===== config.mk =====
export PLATFORM = sky130hd
export DESIGN_NAME = xc_aessub_iter
export DESIGN_NICKNAME = d
export VERILOG_FILES = /design/src/rtl/xc_aessub_iter.sv
export SDC_FILE = /design/constraint.sdc
export NUM_CORES = 1
export LEC_CHECK = 0
export ABC_AREA = 1
export BUFFER_PORTS_ARGS = -buffer_cell sky130_fd_sc_hd__buf_2
export CAP_MARGIN = 20
export CORE_ASPECT_RATIO = 1.5
export CORE_MARGIN = 1
export CORE_UTILIZATION = 60
export CTS_CLUSTER_SIZE = 12
export DETAILED_ROUTE_END_ITERATION = 7
export GPL_ROUTABILITY_DRIVEN = 0
export PLACE_DENSITY_LB_ADDON = 0.05
export SLEW_MARGIN = 25
export SYNTH_ARGS = -nofsm -noshare
export SYNTH_HDL_FRONTEND = slang
export SYNTH_SLANG_ARGS = --single-unit

===== constraint.sdc =====
create_clock -name clock -period 35.3 [get_ports clock]
set_clock_uncertainty 0.2 [all_clocks]
set_input_delay 8.825 -clock clock [delete_from_list [all_inputs] [get_ports clock]]
set_output_delay 8.825 -clock clock [all_outputs]
set_load 0.01 [all_outputs]

===== src/rtl/xc_aessub_iter.sv =====
// xc_aessub_iter: iterative AES SubBytes unit for xc.aessub.{enc,encrot,dec,decrot}.
// Default build: one shared S-box, one byte per cycle, ready five cycles after acceptance.
// Define XC_AESSUB_ITER_PARALLEL_EN for four S-boxes and ready two cycles after acceptance.
module xc_aessub_iter (
  input  logic        clock,
  input  logic        reset,
  input  logic        flush,
  input  logic        valid,
  input  logic [31:0] rs1,
  input  logic [31:0] rs2,
  input  logic        enc,
  input  logic        rot,
  output logic        busy,
  output logic        ready,
  output logic [31:0] result
);

  typedef enum logic [1:0] {IDLE, BUSY, DONE} state_t;

  state_t          r_state;
  state_t          w_state_nxt;
  logic [1:0]      r_cnt;
  logic [3:0][7:0] r_t;
  logic [3:0][7:0] r_s;
  logic            r_enc;
  logic            r_rot;
  logic            w_accept;
  logic            w_step;
  logic            w_last;
  logic            w_ready;
  logic            w_abort;

  // GF(2^8) multiply modulo x^8+x^4+x^3+x+1
  function automatic logic [7:0] gmul(input logic [7:0] a, input logic [7:0] b);
    logic [7:0] p;
    logic [7:0] aa;
    p  = '0;
    aa = a;
    for (int unsigned i = 0; i < 8; i++) begin
      if (b[i]) p = p ^ aa;
      aa = {aa[6:0], 1'b0} ^ (aa[7] ? 8'h1b : 8'h00);
    end
    return p;
  endfunction

  // Multiplicative inverse as x^254 (maps 0 to 0 as the S-box requires)
  function automatic logic [7:0] ginv(input logic [7:0] x);
    logic [7:0] sq;
    logic [7:0] acc;
    sq  = gmul(x, x);
    acc = sq;
    for (int unsigned i = 0; i < 6; i++) begin
      sq  = gmul(sq, sq);
      acc = gmul(acc, sq);
    end
    return acc;
  endfunction

  // Forward and inverse S-box share one inverter; only the affine steps differ
  function automatic logic [7:0] sbox(input logic [7:0] x, input logic fwd);
    logic [7:0] pre;
    logic [7:0] inv;
    pre = fwd ? x : ({x[6:0], x[7]} ^ {x[4:0], x[7:5]} ^ {x[1:0], x[7:2]} ^ 8'h05);
    inv = ginv(pre);
    return fwd ? (inv ^ {inv[6:0], inv[7]} ^ {inv[5:0], inv[7:6]} ^
                  {inv[4:0], inv[7:5]} ^ {inv[3:0], inv[7:4]} ^ 8'h63)
               : inv;
  endfunction

  assign w_abort = flush || !valid;

`ifdef XC_AESSUB_ITER_PARALLEL_EN
  logic [3:0][7:0] w_sub;
  assign w_last = 1'b1;
  // All four bytes substituted in the single BUSY cycle
  always_comb begin
    w_sub = '0;
    for (int unsigned i = 0; i < 4; i++) begin
      w_sub[i] = sbox(r_t[i], r_enc);
    end
  end
`else
  logic [7:0] w_sub;
  assign w_last = (r_cnt == 2'd3);
  // Shared S-box walks the latched bytes LSB first
  always_comb begin
    w_sub = sbox(r_t[r_cnt], r_enc);
  end
`endif

  // State register
  always_ff @(posedge clock) begin
    if (reset) r_state <= IDLE;
    else       r_state <= w_state_nxt;
  end

  // Next state, acceptance/step strobes and ready gating
  always_comb begin
    w_state_nxt = r_state;
    w_accept    = 1'b0;
    w_step      = 1'b0;
    w_ready     = 1'b0;
    case (r_state)
      IDLE: begin
        if (valid && !flush) begin
          w_state_nxt = BUSY;
          w_accept    = 1'b1;
        end
      end
      BUSY: begin
        if (w_abort) begin
          w_state_nxt = IDLE;
        end else begin
          w_step = 1'b1;
          if (w_last) w_state_nxt = DONE;
        end
      end
      DONE: begin
        w_state_nxt = IDLE;
        w_ready     = !w_abort;
      end
      default: w_state_nxt = IDLE;
    endcase
  end

  // Operand latch, byte results and byte counter (cnt is 0 whenever not stepping)
  always_ff @(posedge clock) begin
    if (reset) begin
      r_t   <= '0;
      r_s   <= '0;
      r_enc <= 1'b0;
      r_rot <= 1'b0;
      r_cnt <= '0;
    end else if (w_accept) begin
      r_t   <= {rs2[31:24], rs1[23:16], rs2[15:8], rs1[7:0]};
      r_enc <= enc;
      r_rot <= rot;
      r_cnt <= '0;
    end else if (w_step) begin
`ifdef XC_AESSUB_ITER_PARALLEL_EN
      r_s   <= w_sub;
      r_cnt <= '0;
`else
      r_s[r_cnt] <= w_sub;
      r_cnt      <= r_cnt + 2'd1;
`endif
    end else begin
      r_cnt <= '0;
    end
  end

  assign busy   = (r_state != IDLE);
  assign ready  = w_ready;
  assign result = !w_ready ? '0
                : r_rot  ? {r_s[2], r_s[1], r_s[0], r_s[3]}
                :          r_s;

endmodule

==> results of run 1 <==
==> worst paths after layout <==
check                         end  slack [ps]  cells past startpoint
min reg2reg  r_t[27]$_SDFFE_PP0P_         270                      2
min          r_t[27]$_SDFFE_PP0P_         270                      2
max reg2reg  r_s[21]$_SDFFE_PP0P_       18040                    107
max                     result[5]       15350                      7
==> sequential cells by signal, summed over array words and instances (netlist names) <==
name,count
r_s,32
r_t,32
r_cnt,2
r_state,2
r_enc,1
r_rot,1
==> worst min-delay path, delay by kind of cell, from the launching register on <==
kind / cells / cell delay (ps)
buffers and inverters: 1 / 60
AOI/OAI and AO/OA: 1 / 50
DFF: 1 / 310
==> cell usage in the layout (no fill, tap or decap), drive strengths merged, types with 52 or more instances in the layout <==
master,synthesis,final
o21ai,101,101
a21oi,54,54
xnor2,52,52
buf,104,82
nand4,66,66
dfxtp,70,70
nand3b,67,67
xor2,98,98
nand2,2243,2243
nor2,375,375
inv,572,572
nand3,833,833
==> final cells by class <==
cell class,count,area (µm²),area share
inverter,591,2250,0.0919
clock inverter,6,92.6,0.00377
sequential,70,1410,0.0573
timing repair buffer,82,438,0.0178
tap,500,626,0.0255
multi-input combinational,3990,19500,0.793
antenna,5,12.5,0.000510
clock buffer,10,239,0.00974
==> metrics by stage <==
stage               cell area, µm²  hold slack [ps]  worst slack, ps  cells
floorplan                    24200              244            16260   4787
global placement             24200              259            15800   5233
detailed placement           24200              260            15810   5233
CTS                          24500              271            15810   5249
global route                 24500              292            15200   5254
finish                       24500              270            15350   5254
==> kinds of logic (layout without fill, tap and decap cells) <==
logic type / after synthesis / count (layout) / synth area share
simple gates: 3595 / 3595 / 0.680
other cells: 0 / 5 / 0
xor+xnor: 150 / 150 / 0.0606
mux: 9 / 9 / 0.00373
fa+ha+maj: 11 / 11 / 0.00569
compound gates: 225 / 225 / 0.0558
buf+inv: 727 / 689 / 0.137
flops: 70 / 70 / 0.0580
==> per-layer routing <==
metal / routed length (µm) / share of wire
met1: 27900 / 0.38
met2: 37100 / 0.50
met3: 3330 / 0.045
met4: 5220 / 0.071
met5: 0 / 0
==> impl_metrics.ini, run 1 <==
[timing]
report.final.setup_viol = 0
post_layout_minimum_cycle_time_ps = 19950
maxClockFrequency_mhz = 50.1
tightest_slew_ps = 886
grt_setup_unrepaired = false
setup_tns_ps = 0
min_period_over_period = 0.565
timing_max_transition_violations_final = 0
normalized_max_slew_margin = 0.406
final_hold_viol_count = 0

[die]
start_util = 0.612
rows = 89
die_w_um = 166
core_region_area_um2 = 39500
io_pins = 104
die_height_um = 248
die_area_um2 = 41100

[global_route]
grt.busiest_layer = met2
wire_length_of_the_first_global_routing_pass_mm = 120
grt_use_total = 0.349
initial_antenna_violation_count = 5
grt_max_degree = 58
grt_util_met2 = 0.680
first_global_vias = 26159
grt.overflow.total = 0
use_met3 = 0.0226
groute.layer.met1.usage = 0.348

[worst_setup_path]
cp_common_cell = sky130_fd_sc_hd__buf_2
timing.critical_path.buf_inv = 4
cp_cell_sequence = buf_2, nor2_1, inv_1, nor3_1, clkinv_1, a211oi_1, buf_2
worstReg2RegStart = r_cnt[0]$_SDFF_PP0_
cp_endpoint_kind = output port
nature_of_the_critical_path_startpoint = input port
cp_max_fo = 32
cp_peak_stage_delay_ps = 750
critPathTopFamily = buffers and inverters
timing.setup.critical_path_class = in -> out
crit_path_start = flush
critPathSlowestCell = sky130_fd_sc_hd__clkinv_1
required_ps = 26270
cp.arrival_ps = 10920

[clocking]
worst_skew_pair.late_latency_ps = 330
tritoncts_buffer_count = 9
h-tree-depth = 3
cts-root-to-sink-buffers = 2
cts_tree = done
ctsRootBufferMaster = sky130_fd_sc_hd__clkbuf_16
clock_sink_count = 70
cts_hold_repair.buffers = 0
post-cts-setup-buffers = 0
clkTransAtPathRegs_ps = 60
cts.repair.resized = 0

[drt]
remaining_drc_errors = 1
detail_route.wl_per_cell_um = 14.0
drtPass1Iterations = 8
routed_wl_mm = 73.6
final_antenna_net_count = 0
routed-via-count = 29030
drt_iter0_drc = 1827
routed_via_density = 5.53

[synthesis]
netlist_instances = 4787
post_synth_instance_area_um2 = 24200
synth.distinct_cells = 49
synth_top_area_share = 0.296
post-synth-top-area-cell = sky130_fd_sc_hd__nand2_1
synth_fp_nets = 4868
yosysMostFrequentCell = sky130_fd_sc_hd__nand2_1
synth_enable_flop_cells = 0
ys.flop_type = sky130_fd_sc_hd__dfxtp_1
cell_types_with_the_highest_counts_after_synthesis = sky130_fd_sc_hd__nand2_1, sky130_fd_sc_hd__nand3_1, sky130_fd_sc_hd__inv_1, sky130_fd_sc_hd__nor2_1, sky130_fd_sc_hd__nand2_2
post_synth_main_area_contributors = sky130_fd_sc_hd__nand2_1, sky130_fd_sc_hd__nand3_1, sky130_fd_sc_hd__inv_1
yosysWarningCount = 0
share_of_async_settable_or_async_resettable_flops_after_synthesis = 0
syn_area_per_cell_um2 = 5.05
yosysSeqAreaShare = 0.0580
synth-seq-cells = 70

[status]
run_status = finished, violations left
violations = design-rule violations

[place]
dp_hpwl_mm = 58.2
port_buffers = 71

[layout]
final_design_utilization = 0.621
drive_gt1_frac = 0.134
layout.filler_cells = 4359
areaGrowthSynthToFinish_pct = 1.51
finalNetCount = 4825

[run]
cap_violations = 0

[hold_path]
hold_path.startpoint = r_t[27]$_SDFFE_PP0P_
worst_hold_path_type = reg -> reg
Power of run 1 is left out: the tool's default activity adds up to more than one toggle a clock period on the data nets, which glitch-free logic cannot reach.
==> run 2: changes to the inputs <==
--- a/config.mk
+++ b/config.mk
@@ -5,12 +5,12 @@
 export SDC_FILE = /design/constraint.sdc
 export NUM_CORES = 1
 export LEC_CHECK = 0
-export ABC_AREA = 1
+export ABC_AREA = 0
 export BUFFER_PORTS_ARGS = -buffer_cell sky130_fd_sc_hd__buf_2
 export CAP_MARGIN = 20
 export CORE_ASPECT_RATIO = 1.5
 export CORE_MARGIN = 1
-export CORE_UTILIZATION = 60
+export CORE_UTILIZATION = 59
 export CTS_CLUSTER_SIZE = 12
 export DETAILED_ROUTE_END_ITERATION = 7
 export GPL_ROUTABILITY_DRIVEN = 0
==> constraint.sdc (replaced) <==
create_clock -name clock -period 17.6 [get_ports clock]
set_clock_uncertainty 0.2 [all_clocks]
set_input_delay 4.4 -clock clock [delete_from_list [all_inputs] [get_ports clock]]
set_output_delay 4.4 -clock clock [all_outputs]
set_load 0.01 [all_outputs]
==> impl_metrics.ini, run 2 <==
[status]
run_status = complete, no violations

[die]
start_util = 0.599
core_region_area_um2 = 32500
rows = 81
die_height_um = 225
die_w_um = 150
io_pins = 104
die_area_um2 = 33800

[synthesis]
yosysWarningCount = 0
multiplexer_share_of_the_synthesized_area = 0.0738
post_synth_main_area_contributors = sky130_fd_sc_hd__xnor2_1, sky130_fd_sc_hd__xnor3_1, sky130_fd_sc_hd__dfxtp_1
synth_top_area_share = 0.175
synth_top_family_by_area = XOR/XNOR gates
synth.distinct_cells = 116
ys.flop_type = sky130_fd_sc_hd__dfxtp_1
synth_fp_nets = 2622
netlist_instances = 2541
synth-seq-cells = 70
post-synth-top-area-cell = sky130_fd_sc_hd__xnor2_1
yosysMostFrequentCell = sky130_fd_sc_hd__xnor2_1
cell_types_with_the_highest_counts_after_synthesis = sky130_fd_sc_hd__xnor2_1, sky130_fd_sc_hd__nand2_1, sky130_fd_sc_hd__nor2_1, sky130_fd_sc_hd__a21oi_1, sky130_fd_sc_hd__clkbuf_1
syn_area_per_cell_um2 = 7.67
post_synthesis_compound_gate_area_fraction = 0.193
synth_enable_flop_cells = 0
post_synth_and_or_nand_nor_area_fraction = 0.210
yosysSeqAreaShare = 0.0719
post_synth_instance_area_um2 = 19500
synth_adder_area_share = 0.00912
synth_xor_xnor_area_share = 0.394
share_of_async_settable_or_async_resettable_flops_after_synthesis = 0

[layout]
finalNetCount = 2664
drive_gt1_frac = 0.168
layout.filler_cells = 2845
final_common_cell = sky130_fd_sc_hd__xnor2_1
layout.area.seq_um2 = 1400
areaGrowthSynthToFinish_pct = 9.62
antenna_cells = 0
layout_top_registers = r_s: 32 flops, r_t: 32 flops
final_design_utilization = 0.657
multi_input_area_um2 = 17600
commonest_cells_after_routing_fill_and_taps_aside = sky130_fd_sc_hd__xnor2_1, sky130_fd_sc_hd__nand2_1, sky130_fd_sc_hd__nor2_1, sky130_fd_sc_hd__a21oi_1, sky130_fd_sc_hd__buf_4

[hold_path]
worstHoldPathCells = 2
worst_hold_path_type = reg -> reg
hold_path_end = r_t[23]$_SDFFE_PP0P_
hold_path.startpoint = r_t[23]$_SDFFE_PP0P_

[global_route]
grt_use_total = 0.336
first_global_vias = 17862
wire_length_of_the_first_global_routing_pass_mm = 91.4
grt.overflow.total = 0
initial_antenna_violation_count = 0
grt_max_degree = 71

[worst_setup_path]
required_ps = 17660
reg2reg_setup_slack_ps = 720
timing.critical_path.buf_inv = 7
timing.setup.critical_path_class = reg -> reg
cp_common_cell = sky130_fd_sc_hd__buf_4
regToRegEndpoint = r_s[30]$_SDFFE_PP0P_
cp_max_fo = 19
critPathSlowestCell = sky130_fd_sc_hd__xnor3_1
cp.arrival_ps = 16930
cp_endpoint_kind = flip-flop
critPathTopFamily = XOR/XNOR gates
r2r.worst_path.cells = 61
cp_peak_stage_delay_ps = 620
nature_of_the_critical_path_startpoint = flip-flop
number_of_cells_on_the_critical_path = 61
worstReg2RegStart = r_cnt[0]$_SDFF_PP0_

[clocking]
tritoncts_buffer_count = 9
cts-root-to-sink-buffers = 2
cts_tree = done
worst_skew_pair.late_latency_ps = 340
cts_hold_repair.buffers = 0
ctsRootBufferMaster = sky130_fd_sc_hd__clkbuf_16
clkTransAtPathRegs_ps = 60
clock_sink_count = 70
h-tree-depth = 3

[drt]
detail_route.wl_per_cell_um = 19.1
drtPass1Iterations = 8
routed-via-count = 18884
final_antenna_net_count = 0
remaining_drc_errors = 0
routed_via_density = 6.29
drt_iter0_drc = 1534
routed_wl_mm = 57.5

[timing]
setup_tns_ps = 0
post_layout_minimum_cycle_time_ps = 16880
timing_max_transition_violations_final = 0
final_hold_viol_count = 0
normalized_max_slew_margin = 0.371
final.setup.worst_slack_ps = 723
report.final.setup_viol = 0
tightest_slew_ps = 940
maxClockFrequency_mhz = 59.3
min_period_over_period = 0.959

[run]
cap_violations = 0

[place]
dp_slack_ps = -367
port_buffers = 71
dp_hpwl_mm = 42.4
==> run 2: changes by cell type after synthesis, sizes merged, moves of 77 or more <==
| cell | previous run | this run |
|---|---|---|
| nand2 | 2243 | 352 |
| nand3 | 833 | 47 |
| inv | 572 | 26 |
| xnor2 | 52 | 428 |
| a21oi | 54 | 180 |
| xnor3 | 0 | 93 |
| mux2i | 9 | 101 |
| nor2 | 375 | 288 |
| clkbuf | 31 | 108 |
==> run 2: repair_timing <==
item	in CTS	in global routing
setup endpoints to repair	32	32
hold endpoints to repair	0	0
pin swaps	2	12
setup buffers	1	20
resized for setup	10	49
==> run 2: worst register-to-register path: cells and delay by family, from the launching register on <==
family	cells	cell delay (ps)
AOI/OAI and AO/OA	14	3440
DFF	1	410
muxes	5	1670
and+or+nand+nor	13	2730
adders and majority gates	1	340
xor gates and xnor gates	21	6680
buffers and inverters	7	1350
==> run 2: logic make-up (layout without fill, tap and decap cells) <==
family / Yosys count / count (layout)
buffers and inverters: 205 / 252
adders and majority gates: 15 / 15
DFF: 70 / 70
muxes: 125 / 125
xor gates and xnor gates: 645 / 645
and+or+nand+nor: 916 / 916
AOI/OAI and AO/OA: 565 / 565
==> run 2: worst max-delay path by stage <==
stage	start	end	slack, ps
after floorplan	r_cnt[0]$_SDFF_PP0_	r_s[30]$_SDFFE_PP0P_	460
after global placement	r_cnt[0]$_SDFF_PP0_	r_s[22]$_SDFFE_PP0P_	-40
after detailed placement	r_cnt[0]$_SDFF_PP0_	r_s[22]$_SDFFE_PP0P_	-370
after CTS	r_cnt[0]$_SDFF_PP0_	r_s[30]$_SDFFE_PP0P_	40
after global routing	r_cnt[0]$_SDFF_PP0_	r_s[6]$_SDFFE_PP0P_	-30
final	r_cnt[0]$_SDFF_PP0_	r_s[30]$_SDFFE_PP0P_	720
==> run 2: layer usage <==
metal | share of wire | track usage
met5 | 0 | 0
met4 | 0.052 | 0.181
met3 | 0.052 | 0.0235
met2 | 0.51 | 0.609
met1 | 0.38 | 0.388
==> run 2: final cells by class <==
type                            instances  share of cell area
Tap cell                              415              0.0243
Sequential cell                        70              0.0657
Multi-Input combinational cell       2266               0.826
Clock inverter                          7             0.00264
Inverter                               31             0.00562
Timing Repair Buffer                  205              0.0652
Clock buffer                            9              0.0105
==> run 2: metrics by stage <==
stage | hold WS (ps) | cells | area (µm²)
5_1_grt | 270 | 3003 | 21400
2_1_floorplan | 230 | 2541 | 19500
3_5_place_dp | 247 | 2966 | 20600
6_report | 251 | 3003 | 21400
3_3_place_gp | 240 | 2966 | 20600
4_1_cts | 253 | 2983 | 20900
Power of run 2 is left out for the same reason.
